**src/rtl/apb_reg_completer.sv**
```systemverilog
// APB completer with a bank of NUM_REGS read/write registers.
// Each transfer takes WAIT_STATES wait cycles. Writes honour the byte strobes.
// A misaligned or out-of-range address gets an error response.

package apb_pkg;
   parameter int ADDR_WIDTH = 32;
   parameter int DATA_WIDTH = 32;
   parameter int STRB_WIDTH = DATA_WIDTH / 8;
   parameter int ALIGNBITS  = $clog2(STRB_WIDTH);
endpackage

module apb_reg_completer
   import apb_pkg::*;
#(
   parameter int                    NUM_REGS    = 8,
   parameter logic [ADDR_WIDTH-1:0] BASE_ADDR   = '0,
   parameter int                    WAIT_STATES = 1
) (
   input  logic                  PCLK,
   input  logic                  PRESET,
   input  logic                  PSEL,
   input  logic                  PENABLE,
   input  logic                  PWRITE,
   input  logic [ADDR_WIDTH-1:0] PADDR,
   input  logic [DATA_WIDTH-1:0] PWDATA,
   input  logic [STRB_WIDTH-1:0] PSTRB,
   output logic [DATA_WIDTH-1:0] PRDATA,
   output logic                  PREADY,
   output logic                  PSLVERR
);

   // A width of at least one bit keeps a single-register bank legal.
   localparam int IDX_W = (NUM_REGS > 1) ? $clog2(NUM_REGS) : 1;

   typedef enum logic [1:0] {
      S_IDLE = 2'd0,
      S_WAIT = 2'd1,
      S_RESP = 2'd2
   } state_t;

   // ---------------------------------------------------------------
   // State and registers
   // ---------------------------------------------------------------
   state_t                  r_state;
   state_t                  w_state_next;
   logic [3:0]              r_cnt;
   logic [3:0]              w_cnt_next;

   // Transfer attributes captured in the setup cycle.
   logic                    r_write;
   logic                    r_err;
   logic [IDX_W-1:0]        r_idx;
   logic [DATA_WIDTH-1:0]   r_wdata;
   logic [STRB_WIDTH-1:0]   r_strb;

   logic [DATA_WIDTH-1:0]   r_regs [NUM_REGS];
   logic [DATA_WIDTH-1:0]   w_reg_next [NUM_REGS];
   logic [NUM_REGS-1:0]     w_reg_hit;

   logic [DATA_WIDTH-1:0]   r_prdata;
   logic                    r_pready;
   logic                    r_pslverr;

   // ---------------------------------------------------------------
   // Address decode in the setup cycle
   // ---------------------------------------------------------------
   logic                    w_setup;
   logic [ADDR_WIDTH-1:0]   w_off;
   logic [ADDR_WIDTH-1:0]   w_word;
   logic                    w_err;
   logic [IDX_W-1:0]        w_idx;
   logic                    w_latch;

   assign w_setup = PSEL & ~PENABLE;
   assign w_off   = PADDR - BASE_ADDR;
   assign w_word  = w_off >> ALIGNBITS;
   assign w_err   = (PADDR < BASE_ADDR)
                  | (w_off[ALIGNBITS-1:0] != '0)
                  | (w_word >= ADDR_WIDTH'(NUM_REGS));
   // Truncation is safe: any index that does not fit also sets w_err.
   assign w_idx   = w_word[IDX_W-1:0];

   // Setups are only accepted from IDLE.
   assign w_latch = (r_state == S_IDLE) & w_setup;

   // With zero wait states, RESP is entered straight from the setup cycle.
   // The response must then use the live decode, not the captured copy.
   logic                    w_cur_write;
   logic                    w_cur_err;
   logic [IDX_W-1:0]        w_cur_idx;

   assign w_cur_write = w_latch ? PWRITE : r_write;
   assign w_cur_err   = w_latch ? w_err  : r_err;
   assign w_cur_idx   = w_latch ? w_idx  : r_idx;

   // ---------------------------------------------------------------
   // FSM
   // ---------------------------------------------------------------
   // State register and wait counter.
   always_ff @(posedge PCLK) begin
      if (PRESET) begin
         r_state <= S_IDLE;
         r_cnt   <= '0;
      end else begin
         r_state <= w_state_next;
         r_cnt   <= w_cnt_next;
      end
   end

   // Next-state logic: IDLE -> (WAIT) -> RESP -> IDLE.
   // Dropping PSEL during WAIT aborts the transfer.
   always_comb begin
      w_state_next = r_state;
      w_cnt_next   = r_cnt;
      case (r_state)
         S_IDLE: begin
            if (w_setup) begin
               if (WAIT_STATES == 0) begin
                  w_state_next = S_RESP;
               end else begin
                  w_cnt_next   = 4'(WAIT_STATES);
                  w_state_next = S_WAIT;
               end
            end
         end
         S_WAIT: begin
            if (!PSEL) begin
               w_state_next = S_IDLE;
               w_cnt_next   = '0;
            end else if (r_cnt == 4'd1) begin
               w_state_next = S_RESP;
               w_cnt_next   = '0;
            end else begin
               w_cnt_next   = r_cnt - 4'd1;
            end
         end
         S_RESP: begin
            w_state_next = S_IDLE;
         end
         default: begin
            w_state_next = S_IDLE;
            w_cnt_next   = '0;
         end
      endcase
   end

   // Capture the transfer attributes in the setup cycle. Later bus changes are ignored.
   always_ff @(posedge PCLK) begin
      if (PRESET) begin
         r_write <= 1'b0;
         r_err   <= 1'b0;
         r_idx   <= '0;
         r_wdata <= '0;
         r_strb  <= '0;
      end else if (w_latch) begin
         r_write <= PWRITE;
         r_err   <= w_err;
         r_idx   <= w_idx;
         r_wdata <= PWDATA;
         r_strb  <= PSTRB;
      end
   end

   // ---------------------------------------------------------------
   // Register bank
   // ---------------------------------------------------------------
   // A write commits on the edge that ends the RESP cycle. This happens only
   // for a valid address, and reset overrides it.
   logic                    w_we;
   logic [DATA_WIDTH-1:0]   w_bmask;

   assign w_we = (r_state == S_RESP) & r_write & ~r_err;

   // Expand each strobe bit into a full byte-lane mask.
   generate
      for (genvar gi = 0; gi < STRB_WIDTH; gi++) begin : g_bmask
         assign w_bmask[8*gi +: 8] = {8{r_strb[gi]}};
      end
   endgenerate

   // Compute the next value of each register. Bytes with a zero strobe keep their old value.
   generate
      for (genvar gi = 0; gi < NUM_REGS; gi++) begin : g_reg
         assign w_reg_hit[gi]  = w_we & (r_idx == IDX_W'(gi));
         assign w_reg_next[gi] = w_reg_hit[gi]
                               ? ((r_regs[gi] & ~w_bmask) | (r_wdata & w_bmask))
                               : r_regs[gi];
      end
   endgenerate

   // Register bank storage, cleared by reset.
   always_ff @(posedge PCLK) begin
      if (PRESET) begin
         for (int i = 0; i < NUM_REGS; i++) begin
            r_regs[i] <= '0;
         end
      end else begin
         for (int i = 0; i < NUM_REGS; i++) begin
            r_regs[i] <= w_reg_next[i];
         end
      end
   end

   // ---------------------------------------------------------------
   // Registered response
   // ---------------------------------------------------------------
   logic                    w_enter_resp;
   logic [DATA_WIDTH-1:0]   w_rd_word;

   assign w_enter_resp = (w_state_next == S_RESP);
   // A register write can only complete at the end of a RESP cycle. No read
   // enters RESP on that same edge, so this sample is always the pre-write value.
   assign w_rd_word    = w_cur_err ? '0 : r_regs[w_cur_idx];

   // Load the response outputs on the edge that enters RESP. They are zero in every other cycle.
   always_ff @(posedge PCLK) begin
      if (PRESET) begin
         r_pready  <= 1'b0;
         r_pslverr <= 1'b0;
         r_prdata  <= '0;
      end else begin
         r_pready  <= w_enter_resp;
         r_pslverr <= w_enter_resp & w_cur_err;
         r_prdata  <= (w_enter_resp & ~w_cur_write & ~w_cur_err) ? w_rd_word : '0;
      end
   end

   assign PREADY  = r_pready;
   assign PSLVERR = r_pslverr;
   assign PRDATA  = r_prdata;

endmodule

```
**config.mk**
```make
export PLATFORM = sky130hd
export DESIGN_NAME = apb_reg_completer
export DESIGN_NICKNAME = d
export VERILOG_FILES = /design/src/rtl/apb_reg_completer.sv
export SDC_FILE = /design/constraint.sdc
export NUM_CORES = 1
export LEC_CHECK = 0
export ABC_AREA = 0
export CAP_MARGIN = 20
export CORE_UTILIZATION = 63
export CTS_CLUSTER_DIAMETER = 80
export CTS_CLUSTER_SIZE = 20
export DETAILED_ROUTE_END_ITERATION = 6
export PLACE_DENSITY = 0.92
export SYNTH_ARGS = -nofsm -noshare
export SYNTH_HDL_FRONTEND = slang
export SYNTH_SLANG_ARGS = --single-unit
```
**constraint.sdc**
```tcl
create_clock -name PCLK -period 3.15 [get_ports PCLK]
set_input_delay 0.63 -clock PCLK [delete_from_list [all_inputs] [get_ports PCLK]]
set_output_delay 0.63 -clock PCLK [all_outputs]
set_load 0.05 [all_outputs]
```
# ---- Word-level counts from Yosys, hierarchy flattened
# Memories as Yosys holds them, arrays and structs flattened. A register that Yosys moved wholly into a read port is not among the register bits.
# Index checks and enable logic that the tools add are counted.
dict set report op_classes {
  reduce_logical 5
  addsub 1
  magnitude_cmp 2
  n_bitwise 49
  n_eq_ne 12
  n_mux 30
}
# cell n
set ops {}
lappend ops {{$mux W32} 16}
lappend ops {{$and A32 B32 Y32} 9}
lappend ops {{$or A32 B32 Y32} 8}
lappend ops {{$lt A32 B1 Y1 const B} 1}
lappend ops {{$not A32 Y32} 1}
lappend ops {{$ge A30 B4 Y1 const B} 1}
lappend ops {{$and A1 B1 Y1} 15}
lappend ops {{$eq A3 B3 Y1 const B} 4}
lappend ops {{$mux W4} 3}
lappend ops {{$pmux W4 S3} 1}
lappend ops {{$or A1 B1 Y1} 10}
lappend ops {{$eq A3 B2 Y1 const B} 2}
lappend ops {{$mux W2} 3}
lappend ops {{$not A1 Y1} 6}
lappend ops {{$mux W1} 5}
lappend ops {{$eq A2 B2 Y1 const B} 2}
lappend ops {{$eq A4 B1 Y1 const B} 1}
lappend ops {{$pmux W2 S2} 1}
lappend ops {{$sub A4 B1 Y4 const B} 1}
lappend ops {{$eq A3 B1 Y1 const B} 1}
lappend ops {{$logic_not A3 Y1} 1}
lappend ops {{$mux W3} 1}
lappend ops {{$reduce_or A3 Y1} 1}
lappend ops {{$eq A2 B1 Y1 const B} 1}
lappend ops {{other kinds (4)} 4}
dict set report totals {
  ff_bits 49
  mem_bits_rw 256
  mem_count 1
  output_inout_bits 34
  word_cells 109
  in_bits 73
}
# name words width rd rd_ports_with_merged_regs wr line
set mem_list {}
lappend mem_list {r_regs 8 32 9 1 8 56} ;# logic [DATA_WIDTH-1:0] r_regs [NUM_REGS];

# ---- Logic depth before layout (Yosys ltp)
# Gate-level depths: netlist (run 1).
dict set report depth {
  word_depth 9
  ltp_mapped 8
}

# ---- Worst setup path after synthesis (run 1)
# OpenSTA, ideal clock, no wires.
dict set report synth_timing {
  path_type {in2reg}
  startpoint {input PENABLE}
  endpoint {register r_prdata[17], in the netlist PRDATA[17], read port of r_regs}
  arrival_time_ns 2.255
  slack_ns 0.807
  setup_time_ns 0.088
  path_buffers 2
  t_required_ns 3.062
  stages 7
  cell_sequence {nor4b_4 buf_2 mux2i_4 clkbuf_1 nand2_1 a32o_1 a311oi_2}
}
dict set report synth_via {
  elab_chain_cells 9
}
# item line
set synth_rtl {}
lappend synth_rtl {{start, declared} 22} ;# input logic PENABLE,
lappend synth_rtl {{$not A1 Y1 (*)} 74} ;# assign w_setup = PSEL & ~PENABLE;
lappend synth_rtl {{$and A1 B1 Y1 (*)} 74}
lappend synth_rtl {{$mux W2 or $and A1 B1 Y1 (tied branches)} {117, 84}}
lappend synth_rtl {{$pmux W2 S2 or $mux W1 (tied branches)} -}
lappend synth_rtl {{$eq A2 B2 Y1 or $not A1 Y1 (tied branches)} {210, 224}}
lappend synth_rtl {{$and A1 B1 Y1 (2 in a row)} 224} ;# r_prdata <= (w_enter_resp & ~w_cur_write & ~w_cur_err) ? w_rd_word : '0;
lappend synth_rtl {{$not A1 Y1 (no source line)} -}
lappend synth_rtl {{$reduce_or A3 Y1 (no source line)} -}
lappend synth_rtl {{end, declared} 60} ;# logic [DATA_WIDTH-1:0] r_prdata;
# Mark *: on every way between the ends. The rest lies on a longest branch, timed or not.
# A chain may end at the register's enable or synchronous reset.

# ---- Worst setup path in the final report (run 1)
dict set report layout_timing {
  startpoint {input PENABLE}
  endpoint {register r_prdata[11], in the netlist PRDATA[11], read port of r_regs}
}
# The elaborated chain is that of the path after synthesis.

==> impl_metrics.env, run 1 <==
export IMPL_wl_met2_um=20800
export IMPL_cp_end_kind="flop"
export IMPL_postSynthAreaPerCell_um2=7.72
export IMPL_crit_path_start_kind="input pin"
export IMPL_design_die_area_um2=23800
export IMPL_rows=55
export IMPL_grt_max_degree=77
export IMPL_io_pins=107
export IMPL_final_cells=2177
export IMPL_drv_cap=0
export IMPL_final_seq_area_um2=6750
export IMPL_syn_inst=1891
export IMPL_synth_top_area_share_pct=46.2
export IMPL_wl_met3_um=4500
export IMPL_synthesis_nets=1966
export IMPL_violations="design-rule violations"
export IMPL_critPathKind="input pin to flop"
export IMPL_vdd_drop_max_v=0.000430
export IMPL_critPathMaxFanout=50
export IMPL_fin_skew_ns=0.0130
export IMPL_finalHoldViolCount=0
export IMPL_post_cts_setup_buffers=0
export IMPL_grt_pass1_vias=13700
export IMPL_htreeDepth=1
export IMPL_fmax_mhz=396
export IMPL_grt_overflow=0
export IMPL_dpl_hpwl_um=26000
export IMPL_routed_wl_um=42400
export IMPL_io_buffers=106
export IMPL_setup_tns_ns=0
export IMPL_clockBufferDepth=3
export IMPL_worstReg2RegStart="r_idx[2]$_SDFF_PP0_"
export IMPL_wire_per_inst_um=19.5
export IMPL_grt_pass1_wl_um=67700
export IMPL_r2r_setup_slack_ns=0.63
export IMPL_min_path_type="flop to flop"
export IMPL_netlist_area_um2=14600
export IMPL_clk_pin_slew_ns=0.08
export IMPL_die_w_um=154
export IMPL_clock_latency_ns=0.52
export IMPL_cts_tree="built"
export IMPL_p_leak_nw=5.19
export IMPL_yosysMostFrequentCell="nand2_1"
export IMPL_start_util_pct=64.3
export IMPL_first_pass_iters=7
export IMPL_rsz0062_at_grt="false"
export IMPL_drive_above_1_share_pct=5.39
export IMPL_ys_warn_count=0
export IMPL_endpoint="PRDATA[11]$_SDFF_PP0_"
export IMPL_area_growth_pct=12.6
export IMPL_synth_area_leaders="dfxtp_1, nand2_1, a21oi_1"
export IMPL_drc=1
export IMPL_cts_root_buf="clkbuf_16"
export IMPL_hold_buffers=0
export IMPL_place_congestion=0.837
export IMPL_clock_sinks=337
export IMPL_coreArea_um2=22700
export IMPL_outcome="complete, but fails checks"
export IMPL_numCtsBuffers=20
export IMPL_nFillCells=1655
export IMPL_first_iter_violations=1919
export IMPL_tightest_slew_ns=0.886
export IMPL_detail_route_antenna_nets=0
export IMPL_ys_flop_type="dfxtp_1"
export IMPL_power_density_nw_per_um2=460
export IMPL_crit_arrival_ns=2.94
export IMPL_routed_via_density=6.58
export IMPL_cp_startpoint="PENABLE"
export IMPL_finalSetupViolCount=0
export IMPL_async_flop_share_pct=0
export IMPL_top_layer="met4"
export IMPL_slew_headroom_pct=40.8
export IMPL_synthDistinctLibCells=42
export IMPL_period_minus_slack_ns=2.53
export IMPL_nNetsFinal=1967
export IMPL_synth_edf_count=0
export IMPL_synth_area_leader_cell="dfxtp_1"
export IMPL_dp_cells=2155
export IMPL_antenna_found_initial=0
export IMPL_postCtsResizedCells=0
export IMPL_antenna_cells=0
export IMPL_synth_commonest_cells="nand2_1, dfxtp_1, a21oi_1, nand3_1, clkbuf_1"
export IMPL_vias=14300
export IMPL_met1_length_um=15300
export IMPL_ys_seq_elements=337
export IMPL_die_height_um=154
export IMPL_min_period_over_period_pct=80.2
export IMPL_crit_required_ns=3.56
export IMPL_yosysSeqAreaShare_pct=46.2
export IMPL_drv_slew=0
export IMPL_multi_input_area_um2=7210
export IMPL_rr_worst_depth=6
export IMPL_grt_use_total_pct=34.8
[how the worst min path moves through the flow]
stage	startpoint	slack [ns]	to	cells after the start
floorplan	flop	0.44	flop	2
global placement	flop	0.44	flop	2
detailed placement	flop	0.45	flop	2
CTS	flop	0.46	flop	2
global route	flop	0.48	flop	2
finish	flop	0.46	flop	2
[power by group]
part | internal [mW] | switching [mW]
registers | 4.28 | 0.0735
clock network | 1.19 | 1.38
logic | 0.240 | 0.384
total | 5.71 | 1.84
[routing by layer]
metal | up-vias | GRT usage (%)
li1 | 6498 | -
met1 | 6764 | 41.8
met2 | 900 | 59.8
met3 | 164 | 5.04
met4 | 0 | 19.7
met5 | - | 0
[per-stage QoR]
step,power [mW],hold WS [ns],area [um^2],util (%),setup WS (ns)
after floorplan,4.80,0.436,14600,-,0.807
after global placement,5.04,0.441,15900,70.0,0.257
after detailed placement,5.06,0.447,15900,70.0,0.136
after CTS,7.52,0.458,16400,72.4,0.659
after global routing,7.75,0.476,16400,72.4,0.499
final,7.55,0.455,16400,72.4,0.623
[area by class of cell]
cell class              instances  area share [%]
clock buffers                  21            3.20
clock inverters                 1          0.0305
inverters                       7           0.160
multi-input cells            1366            43.9
flip-flops and latches        337            41.1
well taps                     285            2.17
repair buffers                160            9.52
[cell usage in the layout, fill, tap and decap left out, types with 3 or more instances in the layout]
cell / count
nand2_1: 497
dfxtp_1: 336
a21oi_1: 330
nand3_1: 260
clkdlybuf4s50_1: 104
mux2i_1: 94
buf_4: 46
nor2_1: 37
a32o_1: 31
a311oi_1: 30
clkbuf_16: 21
o21ai_0: 20
o21ai_1: 12
nor3_4: 8
buf_12: 8
inv_1: 6
nor3_1: 6
nor4_1: 6
nand3b_1: 3
[cells by family (layout without fill, tap and decap cells)]
logic type               after synthesis  count (layout)  share of synthesized area (%)
adder cells (fa/ha/maj)                2               2                          0.171
buffers and inverters                188             189                           5.10
multiplexers                          96              96                           6.68
AND/OR/NAND/NOR                      838             838                           25.1
AO/OA/AOI/OAI                        430             430                           16.8
flip-flops                           337             337                           46.2
[critical path, cell delays in order]
cell	delay, ns
clkdlybuf4s50_1	0.49
nor4b_4	0.33
buf_12	0.19
mux2i_4	0.30
buf_12	0.30
nand2_1	0.09
a32o_1	0.26
a311oi_1	0.29
Power figures use the tool's default switching activity.
==> run 2, diff against run 1 <==
- CORE_UTILIZATION: 63 -> 59
- PLACE_DENSITY: 0.92 -> 0.87
- clock period: 3.15 -> 2.6 ns (I/O delays scaled with it)
==> impl_metrics.env, run 2 (synthesized netlist as in run 1, its figures left out) <==
export IMPL_final_common_cell="nand2_1"
export IMPL_first_pass_iters=7
export IMPL_min_delay_start="PRESET"
export IMPL_antenna_found_initial=0
export IMPL_p_seq_share_pct=57.4
export IMPL_place_congestion=0.872
export IMPL_drv_slew=0
export IMPL_nNetsFinal=1983
export IMPL_grt_use_total_pct=32.1
export IMPL_setup_tns_ns=0
export IMPL_finalHoldViolCount=0
export IMPL_grt_pass1_wl_um=67500
export IMPL_routed_wl_um=42100
export IMPL_critPathMaxFanout=32
export IMPL_vias=14100
export IMPL_crit_arrival_ns=2.77
export IMPL_p_int_mw=6.95
export IMPL_swShare_pct=24.4
export IMPL_period_minus_slack_ns=2.36
export IMPL_clockBufferDepth=3
export IMPL_vdd_drop_max_v=0.000549
export IMPL_io_pins=107
export IMPL_p_leak_nw=5.31
export IMPL_rows=57
export IMPL_tightest_slew_ns=1.15
export IMPL_detail_route_antenna_nets=0
export IMPL_rr_worst_depth=7
export IMPL_coreArea_um2=24300
export IMPL_r2r_setup_slack_ns=0.24
export IMPL_antenna_cells=0
export IMPL_dpl_hpwl_um=26100
export IMPL_die_height_um=159
export IMPL_finish_utilization_pct=68.7
export IMPL_cp_end_kind="flop"
export IMPL_die_w_um=159
export IMPL_design_die_area_um2=25400
export IMPL_worstReg2RegStart="r_state[0]$_SDFF_PP0_"
export IMPL_postCtsResizedCells=0
export IMPL_grt_overflow=0
export IMPL_outcome="finished clean"
export IMPL_hold_buffers=0
export IMPL_clk_pin_slew_ns=0.09
export IMPL_routed_via_density=6.31
export IMPL_final_cell_mix="nand2_1, dfxtp_1, a21oi_1"
export IMPL_clock_latency_ns=0.53
export IMPL_finalSetupViolCount=0
export IMPL_slew_headroom_pct=23.2
export IMPL_cts_tree="built"
export IMPL_power_mw=9.19
export IMPL_numCtsBuffers=20
export IMPL_post_cts_setup_buffers=0
export IMPL_start_util_pct=60.0
export IMPL_hold_ws_ns=0.239
export IMPL_critPathKind="flop to flop"
export IMPL_drv_cap=0
export IMPL_area_growth_pct=14.5
export IMPL_drive_above_1_share_pct=6.18
export IMPL_min_period_over_period_pct=90.8
export IMPL_io_buffers=106
export IMPL_fin_skew_ns=0.0174
export IMPL_p_clk_share_pct=34.0
export IMPL_wire_per_inst_um=18.8
export IMPL_fmax_mhz=423
export IMPL_clock_sinks=337
export IMPL_htreeDepth=1
export IMPL_hold_path_end="r_idx[0]$_SDFF_PP0_"
export IMPL_crit_required_ns=3.01
export IMPL_drc=0
export IMPL_comb_power_share_pct=8.6
export IMPL_crit_path_start_kind="flop"
export IMPL_cts_root_buf="clkbuf_16"
export IMPL_switching_power_mw=2.24
export IMPL_first_iter_violations=1742
export IMPL_grt_pass1_vias=13400
export IMPL_min_path_type="input pin to flop"
export IMPL_grt_max_degree=117
export IMPL_power_density_nw_per_um2=550
export IMPL_rsz0062_at_grt="false"
export IMPL_worstHoldPathCells=2
export IMPL_r2r_end="PRDATA[20]$_SDFF_PP0_"
## run 2: changes by cell type in the layout (fill, tap and decap cells not counted), sizes merged
cell  delta
buf     +16
## run 2: per-stage QoR
stage               setup slack, ns  std cells  cell area, um^2
CTS                           0.223       2231            16700
global route                  0.123       2232            16700
global placement            -0.0828       2209            16200
detailed placement           -0.304       2209            16200
finish                        0.239       2232            16700
floorplan                     0.367       1891            14600
## run 2: how the worst max path moves through the flow
stage	from	end	depth (start not counted)
finish	r_state[0]$_SDFF_PP0_	PRDATA[20]$_SDFF_PP0_	7
global route	r_cnt[0]$_SDFFE_PP0P_	PRDATA[20]$_SDFF_PP0_	7
CTS	r_state[0]$_SDFF_PP0_	PRDATA[20]$_SDFF_PP0_	7
detailed placement	PENABLE	PRDATA[20]$_SDFF_PP0_	8
global placement	PENABLE	PRDATA[7]$_SDFF_PP0_	8
floorplan	PENABLE	PRDATA[17]$_SDFF_PP0_	7
## run 2: power by group through the flow
stage	Combinational (mW)	Clock [mW]	Sequential, mW
2_1_floorplan	0.489	0	5.33
3_3_place_gp	0.749	0	5.39
3_5_place_dp	0.761	0	5.40
4_1_cts	0.766	3.13	5.27
5_1_grt	0.830	3.30	5.29
6_report	0.787	3.13	5.28
## run 2: worst max-delay path, cell delays in order, from the launching register on
cell,delay (ns)
dfxtp_1,0.45
nor4b_4,0.32
buf_4,0.18
mux2i_4,0.35
buf_12,0.26
nand2_1,0.08
a32o_1,0.26
a311oi_1,0.33
## run 2: final cells by class
cell class / instances / area (um^2)
Multi-Input combinational cell: 1366 / 7220
Tap cell: 324 / 405
Clock inverter: 1 / 5.00
Clock buffer: 21 / 526
Timing Repair Buffer: 176 / 1790
Inverter: 7 / 26.3
Sequential cell: 337 / 6750
Fill cell: 1865 / 7600
## run 2: metal layers
layer / share of wire (%) / track usage (%)
met2: 49 / 55.0
met5: 0 / 0
met3: 9.2 / 4.51
met1: 38 / 40.2
met4: 3.7 / 14.7
==> run 3, diff against run 2 <==
- clock period: 2.6 -> 2.5 ns (I/O delays scaled with it)
==> impl_metrics.env, run 3 (synthesized netlist as in run 1, its figures left out) <==
export IMPL_critPathKind="input pin to flop"
export IMPL_period_minus_slack_ns=2.26
export IMPL_finalSetupViolCount=0
export IMPL_first_pass_iters=7
export IMPL_rows=57
export IMPL_fin_ws_ns=0.237
export IMPL_grt_pass1_vias=13500
export IMPL_placed_area_um2=16200
export IMPL_r2r_setup_slack_ns=0.26
export IMPL_first_iter_violations=1628
export IMPL_drv_slew=0
export IMPL_dp_cells=2213
export IMPL_start_util_pct=60.0
export IMPL_routed_via_density=6.35
export IMPL_grt_max_degree=177
export IMPL_cp_slowest_cell="clkdlybuf4s50_1"
export IMPL_antenna_found_initial=0
export IMPL_grt_use_total_pct=32.5
export IMPL_drive_above_1_share_pct=6.33
export IMPL_coreArea_um2=24300
export IMPL_final_common_cell="nand2_1"
export IMPL_cts_root_buf="clkbuf_16"
export IMPL_dpl_hpwl_um=26600
export IMPL_crit_path_start_kind="input pin"
export IMPL_cp_end_kind="flop"
export IMPL_slew_headroom_pct=46.0
export IMPL_multi_input_area_um2=7220
export IMPL_final_cell_mix="nand2_1, dfxtp_1, a21oi_1"
export IMPL_clock_sinks=337
export IMPL_fmax_mhz=442
export IMPL_vdd_drop_max_v=0.000496
export IMPL_rr_worst_depth=5
export IMPL_outcome="complete, but fails checks"
export IMPL_endpoint="PRDATA[7]$_SDFF_PP0_"
export IMPL_grt_overflow=0
export IMPL_post_cts_setup_buffers=0
export IMPL_hold_ws_ns=0.212
export IMPL_cts_tree="built"
export IMPL_vias=14200
export IMPL_fin_skew_ns=0.0199
export IMPL_final_cells=2235
export IMPL_finish_utilization_pct=68.8
export IMPL_cp_startpoint="PSEL"
export IMPL_io_buffers=106
export IMPL_min_path_type="input pin to flop"
export IMPL_drv_cap=0
export IMPL_place_congestion=0.891
export IMPL_tightest_slew_ns=0.810
export IMPL_final_seq_area_um2=6750
export IMPL_path_cells="clkdlybuf4s50_1, nor4b_4, buf_4, mux2i_4, buf_4, nand2_1, a32o_1, a311oi_1"
export IMPL_routed_wl_um=42300
export IMPL_dp_slack_ns=-0.276
export IMPL_crit_required_ns=2.92
export IMPL_die_height_um=159
export IMPL_clk_pin_slew_ns=0.09
export IMPL_rsz0062_at_grt="false"
export IMPL_drc=5
export IMPL_clockBufferDepth=3
export IMPL_io_pins=107
export IMPL_design_die_area_um2=25400
export IMPL_hold_buffers=0
export IMPL_area_growth_pct=14.6
export IMPL_postCtsResizedCells=0
export IMPL_nNetsFinal=1986
export IMPL_grt_pass1_wl_um=67800
export IMPL_nFillCells=1925
export IMPL_numCtsBuffers=20
export IMPL_worstReg2RegStart="r_idx[2]$_SDFF_PP0_"
export IMPL_antenna_cells=0
export IMPL_die_w_um=159
export IMPL_detail_route_antenna_nets=0
export IMPL_path_common_cell="buf_4"
export IMPL_violations="design-rule violations"
export IMPL_p_leak_nw=5.32
export IMPL_finalInstanceArea_um2=16700
export IMPL_slowest_delay_ns=0.53
export IMPL_clock_latency_ns=0.53
export IMPL_critPathMaxFanout=24
export IMPL_power_density_nw_per_um2=571
export IMPL_finalHoldViolCount=0
export IMPL_wire_per_inst_um=18.9
export IMPL_min_delay_start="PRESET"
export IMPL_min_period_over_period_pct=90.5
export IMPL_htreeDepth=1
export IMPL_crit_arrival_ns=2.68
==> run 3: cell count changes in the layout (fill, tap and decap cells not counted) <==
cell / delta
buf_12: +1
buf_16: -1
buf_4: +3
==> run 3: worst min path at each step <==
stage / slack (ns) / end / depth (start not counted)
2_1_floorplan: 0.44 / flop / 2
3_3_place_gp: 0.44 / flop / 2
3_5_place_dp: 0.45 / flop / 2
4_1_cts: 0.20 / r_wdata[0]$_SDFFE_PP0P_ / 2
5_1_grt: 0.21 / r_wdata[0]$_SDFFE_PP0P_ / 2
6_report: 0.21 / r_wdata[0]$_SDFFE_PP0P_ / 2
==> run 3: routing by layer <==
layer	wire length (um)	global-route usage, %	up-vias
li1	-	-	6542
met1	16400	40.8	6734
met2	21000	56.0	768
met3	3460	3.26	138
met4	1500	15.4	0
met5	0	0	-
==> run 3: through the flow <==
stage,total power [mW],setup TNS (ns)
final,9.55,0
after global routing,9.80,0
after CTS,9.55,0
after detailed placement,6.42,-6.98
after global placement,6.40,-4.60
after floorplan,6.05,0
==> run 3: layout make-up <==
class                   instances  share of cell area, %
clock inverters                 1                 0.0299
clock buffers                  21                   3.14
well taps                     324                   2.42
multi-input cells            1366                   43.1
inverters                       7                  0.157
flip-flops and latches        337                   40.3
repair buffers                179                   10.8
==> run 3: critical path: cells and delay by family <==
family          cells  cell delay (ns)
simple gates        2             0.33
mux                 1             0.27
compound gates      2             0.52
buf+inv             3             1.06
==> run 3: where the power goes <==
| part | switching, mW | total (mW) | internal (mW) |
|---|---|---|---|
| clock network | 1.73 | 3.23 | 1.50 |
| registers | 0.0862 | 5.48 | 5.40 |
| logic | 0.495 | 0.835 | 0.340 |
| total | 2.31 | 9.55 | 7.23 |
